$ cat src/rtl/stat_display_if.sv
// Bundles the statistics sources, source select, freeze control and the
// seven-segment drive lines shared by stat_display and whatever feeds it.
interface stat_display_if;
  logic [31:0] total;
  logic [31:0] conditional;
  logic [31:0] unconditional;
  logic [31:0] conditional_success;
  logic [31:0] load_use;
  logic [2:0]  sel;
  logic        freeze;
  logic [7:0]  an;
  logic [7:0]  seg;

  modport master (
    output total, conditional, unconditional, conditional_success, load_use,
    output sel, freeze,
    input  an, seg
  );

  modport slave (
    input  total, conditional, unconditional, conditional_success, load_use,
    input  sel, freeze,
    output an, seg
  );
endinterface

$ cat src/rtl/stat_display.sv
// Time-multiplexed 8-digit hex display of one selected 32-bit statistic.
// A snapshot is taken only at the frame boundary so a frame never tears;
// freeze holds the snapshot while the counters keep running. Segment and
// anode lines are active-low and registered, lagging idx/snap by one clock.
module stat_display #(
  parameter int unsigned SCAN_DIV = 100000,
  parameter bit          BLANK_LZ = 1'b1
) (
  input logic           clk,
  input logic           rst,
  stat_display_if.slave bus
);

  localparam int unsigned     DIV_W    = (SCAN_DIV > 2) ? $clog2(SCAN_DIV) : 1;
  localparam logic [DIV_W-1:0] DIV_LAST = DIV_W'(SCAN_DIV - 1);
  localparam logic [DIV_W-1:0] DIV_ONE  = DIV_W'(1);

  // Hex nibble to active-low {dp,g,f,e,d,c,b,a}; dp stays off.
  function automatic logic [7:0] hex_decode(input logic [3:0] nib);
    logic [7:0] code;
    case (nib)
      4'h0:    code = 8'hC0;
      4'h1:    code = 8'hF9;
      4'h2:    code = 8'hA4;
      4'h3:    code = 8'hB0;
      4'h4:    code = 8'h99;
      4'h5:    code = 8'h92;
      4'h6:    code = 8'h82;
      4'h7:    code = 8'hF8;
      4'h8:    code = 8'h80;
      4'h9:    code = 8'h90;
      4'hA:    code = 8'h88;
      4'hB:    code = 8'h83;
      4'hC:    code = 8'hC6;
      4'hD:    code = 8'hA1;
      4'hE:    code = 8'h86;
      4'hF:    code = 8'h8E;
      default: code = 8'hFF;
    endcase
    return code;
  endfunction

  // Position of the most significant nonzero nibble; 0 when the value is 0,
  // so digit 0 is never treated as a leading zero.
  function automatic logic [2:0] msn_pos(input logic [31:0] value);
    logic [2:0] pos;
    pos = 3'd0;
    for (int i = 1; i < 8; i++) begin
      pos = (value[4*i +: 4] != 4'h0) ? 3'(i) : pos;
    end
    return pos;
  endfunction

  logic [DIV_W-1:0] div_r;
  logic [2:0]       idx_r;
  logic [31:0]      snap_r;
  logic             inval_r;
  logic [7:0]       an_r;
  logic [7:0]       seg_r;

  logic             tick_s;
  logic             frame_end_s;
  logic [31:0]      src_s;
  logic             src_valid_s;
  logic [2:0]       msn_s;
  logic [3:0]       digit_s;
  logic [7:0]       an_next_s;
  logic [7:0]       seg_next_s;

  assign tick_s      = (div_r == DIV_LAST);
  assign frame_end_s = tick_s && (idx_r == 3'd7);
  assign msn_s       = msn_pos(snap_r);

  // Pick the counter named by sel; codes 5-7 have no source.
  always_comb begin
    src_s       = 32'h0;
    src_valid_s = 1'b0;
    case (bus.sel)
      3'd0:    begin src_s = bus.total;               src_valid_s = 1'b1; end
      3'd1:    begin src_s = bus.conditional;         src_valid_s = 1'b1; end
      3'd2:    begin src_s = bus.unconditional;       src_valid_s = 1'b1; end
      3'd3:    begin src_s = bus.conditional_success; src_valid_s = 1'b1; end
      3'd4:    begin src_s = bus.load_use;            src_valid_s = 1'b1; end
      default: begin src_s = 32'h0;                   src_valid_s = 1'b0; end
    endcase
  end

  // Scan divider and digit index; idx advances once per digit slot.
  always_ff @(posedge clk or posedge rst) begin
    if (rst) begin
      div_r <= '0;
      idx_r <= 3'd0;
    end else if (tick_s) begin
      div_r <= '0;
      idx_r <= idx_r + 3'd1;
    end else begin
      div_r <= div_r + DIV_ONE;
    end
  end

  // Frame-boundary snapshot of the selected counter, skipped while frozen.
  always_ff @(posedge clk or posedge rst) begin
    if (rst) begin
      snap_r  <= 32'h0;
      inval_r <= 1'b0;
    end else if (frame_end_s && !bus.freeze) begin
      snap_r  <= src_s;
      inval_r <= !src_valid_s;
    end
  end

  // Next anode/segment pattern for the digit currently being scanned.
  always_comb begin
    digit_s   = snap_r[{idx_r, 2'b00} +: 4];
    an_next_s = ~(8'h01 << idx_r);
    if (inval_r) begin
      seg_next_s = 8'hBF;
    end else if (BLANK_LZ && (idx_r > msn_s)) begin
      seg_next_s = 8'hFF;
    end else begin
      seg_next_s = hex_decode(digit_s);
    end
  end

  // Registered display drive, all segments and digits dark in reset.
  always_ff @(posedge clk or posedge rst) begin
    if (rst) begin
      an_r  <= 8'hFF;
      seg_r <= 8'hFF;
    end else begin
      an_r  <= an_next_s;
      seg_r <= seg_next_s;
    end
  end

  assign bus.an  = an_r;
  assign bus.seg = seg_r;

endmodule

$ cat src/flat_wrapper.sv
// flat-port wrapper written by rule: the top's interface ports become plain ports
module stat_display_flat 
#(
  parameter int unsigned SCAN_DIV = 100000,
  parameter bit          BLANK_LZ = 1'b1
)
  (clk, rst, bus_total, bus_conditional, bus_unconditional, bus_conditional_success, bus_load_use, bus_sel, bus_freeze, bus_an, bus_seg);
  stat_display_if bus_i ();
  input logic clk;
  input logic rst;
  input wire logic [$bits(bus_i.total)-1:0] bus_total;
  input wire logic [$bits(bus_i.conditional)-1:0] bus_conditional;
  input wire logic [$bits(bus_i.unconditional)-1:0] bus_unconditional;
  input wire logic [$bits(bus_i.conditional_success)-1:0] bus_conditional_success;
  input wire logic [$bits(bus_i.load_use)-1:0] bus_load_use;
  input wire logic [$bits(bus_i.sel)-1:0] bus_sel;
  input wire logic [$bits(bus_i.freeze)-1:0] bus_freeze;
  output wire logic [$bits(bus_i.an)-1:0] bus_an;
  output wire logic [$bits(bus_i.seg)-1:0] bus_seg;
  assign bus_i.total = bus_total;
  assign bus_i.conditional = bus_conditional;
  assign bus_i.unconditional = bus_unconditional;
  assign bus_i.conditional_success = bus_conditional_success;
  assign bus_i.load_use = bus_load_use;
  assign bus_i.sel = bus_sel;
  assign bus_i.freeze = bus_freeze;
  assign bus_an = bus_i.an;
  assign bus_seg = bus_i.seg;
  stat_display #(.SCAN_DIV(SCAN_DIV), .BLANK_LZ(BLANK_LZ)) u_core (.clk(clk), .rst(rst), .bus(bus_i));
endmodule
$ cat config.mk
export PLATFORM = sky130hd
export DESIGN_NAME = stat_display_flat
export DESIGN_NICKNAME = d
export VERILOG_FILES = /design/src/rtl/stat_display_if.sv /design/src/rtl/stat_display.sv /design/src/flat_wrapper.sv
export SDC_FILE = /design/constraint.sdc
export NUM_CORES = 1
export LEC_CHECK = 0
export ABC_CLOCK_PERIOD_IN_PS = 6900
export CAP_MARGIN = 5
export CELL_PAD_IN_SITES_DETAIL_PLACEMENT = 0
export CELL_PAD_IN_SITES_GLOBAL_PLACEMENT = 1
export CORE_UTILIZATION = 30
export CTS_BUF_LIST = sky130_fd_sc_hd__clkbuf_4 sky130_fd_sc_hd__clkbuf_8 sky130_fd_sc_hd__clkbuf_16
export DETAILED_ROUTE_END_ITERATION = 12
export GPL_ROUTABILITY_DRIVEN = 0
export PLACE_DENSITY = 0.88
export REMOVE_ABC_BUFFERS = 1
export SLEW_MARGIN = 25
export SYNTH_ARGS = -nofsm -noshare
export SYNTH_HDL_FRONTEND = slang
export SYNTH_SLANG_ARGS = --single-unit
$ cat constraint.sdc
create_clock -name clk -period 6.9 [get_ports clk]
set_clock_uncertainty 0.15 [all_clocks]
set_input_delay 1.38 -clock clk [delete_from_list [all_inputs] [get_ports clk]]
set_output_delay 1.38 -clock clk [all_outputs]
set_load 0.02 [all_outputs]
==> impl_metrics.yaml <==
layout:
  fin_area_um2: 6570
  most-common-layout-cells: "179 x clkdlybuf4s50_1, 83 x nand2_1, 63 x o21ai_0"
  diodes: 0
  nFillCells: 1319
  register_area_um2: 1720
  nets: 801
  layout-drive-gt1-share_pct: 8.65
  multi_input_area_um2: 2410
  final_common_cell: "clkdlybuf4s50_1"
  areaGrowthSynthToFinish_pct: 52.0
synthesis:
  async_flop_share_pct: 100
  synth_xor_xnor_area_share_pct: 3.45
  synth_simple_gate_area_share_pct: 15.0
  synth_seq_area_share_pct: 39.8
  yosys-top-cells-area: "dfrtp_1 31%, dfstp_2 9.1%, mux2i_1 8.3%"
  avgSynthCellArea_um2: 9.56
  syn_inst: 452
  synth_ff_type: "dfrtp_1"
  ys_warn_count: 0
  synth_compound_area_share_pct: 16.6
  synthMuxAreaShare_pct: 15.7
  netlist_area_um2: 4320
  synth_edf_count: 0
  synth_top_area_share_pct: 30.7
  synth_top_family_by_area: "compound AO/OA/AOI/OAI gates"
  synth_largest_area_cell: "dfrtp_1"
  ys_types: 49
  synthAdderAreaFrac_pct: 4.63
  synth-seq-cells: 68
worst_setup_path:
  reg2reg_from: "u_core.idx_r[0]"
  crit_arrival_ps: 3580
  cpMostUsedCell: "o21ai_0"
  critPathKind: "primary input to register"
  cp_num_buf_inv: 1
  rr_worst_depth: 7
  cp_max_fo: 30
  critical_path.top_delay_family: "simple AND/OR/NAND/NOR gates"
  crit_path_start_kind: "primary input"
  cp.depth: 5
  critPathCapture: "u_core.snap_r[14]"
  slowest_delay_ps: 820
  crit_required_ps: 6920
  r2r_slack_ps: 3900
  rr_endpoint: "u_core.bus.seg[3]"
  critical_path.startpoint: "bus_sel[2]"
  crit_chain: "clkdlybuf4s50_1, nand2b_1, o21ai_0, a221oi_1, o21ai_0"
  cp-end-kind: "register"
  slowest_stage: "nand2b_1"
power_and_ir_drop:
  switching_share_pct: 21.3
  combPwrFrac_pct: 15.0
  seq_power_share_pct: 37.9
  p_leak_nw: 2.68
  clkPwrFrac_pct: 47.1
  intPower_mw: 0.830
  power_density_nw_per_um2: 161
  vdd_ir_drop_max_uv: 123
  net-switching-power_mw: 0.224
clock_network:
  clkTransAtPathRegs_ps: 60
  clockBufferDepth: 2
  cts_tree: "built"
  insertion_delay_ps: 340
  cts.sinks: 68
  cts_root_buffer: "clkbuf_16"
  h-tree-depth: 3
  cts_hold_buf: 0
  cts_made_buffers: 9
  post-cts-setup-buffers: 0
  cts_resized: 0
sta:
  worst_slew_pin_slew_ps: 1010
  slew_viol_final: 0
  rsz0062_at_grt: "no"
  layout_min_cycle_time_ps: 3570
  max_slew_margin_pct: 32.6
  setup-tns-final_ps: 0
  max_freq_mhz: 280
  fin_crit_sh_pct: 51.7
  hold_ws_ps: 326
  finalHoldViolations: 0
  setup_viol: 0
grt:
  gr-total-overflow: 0
  grt_pass1_wl_um: 19500
  gr-usage-all-layers_pct: 17.1
  grt_pass1_vias: 4056
  grt_max_degree: 69
  antenna_found_initial: 0
floorplanning:
  die_h_um: 122
  rows: 43
  ios: 182
  core-area_um2: 14000
  die_w_um: 122
  die_area_um2: 14900
  initial_utilization_pct: 30.9
routing:
  wl_per_cell_um: 15.2
  routed_wl_um: 12300
  via_count: 4043
  route.detailed.drc: 0
  ant_nets: 0
  routed_via_density: 5.03
  first_pass_iters: 4
  drt-initial-drc-count: 149
placed_design:
  io_buffers: 180
  placed_area_um2: 6240
  dpl.hpwl_um: 9520
hold_path:
  min_from: "u_core.inval_r"
  hold_path_class: "register to register"
flow_run:
  drv.max_cap_violation_count: 0
run_status:
  status: "complete, no violations"
[Yosys cell counts (all sizes together) (8+ instances only)]
cell    instances
nand2          83
o21ai          71
dfrtp          53
mux2i          38
a221oi         30
clkbuf         19
nor2           17
ha             16
dfstp          15
buf            11
inv            11
xnor2          10
mux4            9
nand3           8
nor3            8
[per-stage QoR]
step	power, mW	setup slack, ps	util (%)	cells
floorplan	0.449	3140	-	422
detailed placement	0.567	2990	44.6	788
finish	1.05	3330	47.0	804
CTS	1.07	3290	46.9	804
global placement	0.564	3010	44.6	788
global route	1.09	3110	47.0	804
[power groups by stage]
stage	Sequential [mW]	Clock, mW	Combinational, mW
2_1_floorplan	0.406	0	0.0431
6_report	0.399	0.497	0.158
3_5_place_dp	0.406	0	0.161
5_1_grt	0.399	0.523	0.172
3_3_place_gp	0.406	0	0.158
4_1_cts	0.399	0.506	0.161
[worst min-delay path by stage]
stage,to,slack (ps),cells after the start
after global routing,u_core.bus.seg[6],340,1
final,u_core.bus.seg[6],330,1
after CTS,u_core.bus.seg[6],340,1
after floorplan,u_core.bus.seg[6],280,1
after detailed placement,u_core.snap_r[3],330,2
after global placement,u_core.snap_r[1],320,2
[routing by layer]
layer	vias to the layer above	wire [um]	track usage, %	part of all wire, %
li1	1990	-	-	-
met1	1901	5090	20.1	42
met2	138	6230	30.8	51
met3	14	712	3.04	5.8
met4	0	215	6.25	1.8
met5	-	0	0	0
[cell families (layout without fill, tap and decap cells)]
family / Yosys count / after routing
AOI/OAI and AO/OA: 114 / 114
xor gates and xnor gates: 17 / 17
adders and majority gates: 16 / 16
buffers and inverters: 41 / 213
DFF: 68 / 68
muxes: 51 / 51
other: 1 / 1
and+or+nand+nor: 144 / 144
[registers in the layout, summed over array words and instances, names as in the netlist]
signal / cells
u_core.snap_r: 32
u_core.div_r: 17
u_core.bus.an: 8
u_core.bus.seg: 7
u_core.idx_r: 3
u_core.inval_r: 1
[cell type report]
class                      instances  share of cell area, %
inverter                          11                  0.629
sequential                        68                   26.2
multi-input combinational        343                   36.7
clock inverter                     6                   1.33
clock buffer                      10                   3.64
timing repair buffer             186                   28.0
tap                              180                   3.43
No activity file was read; power rests on OpenSTA's default activity.
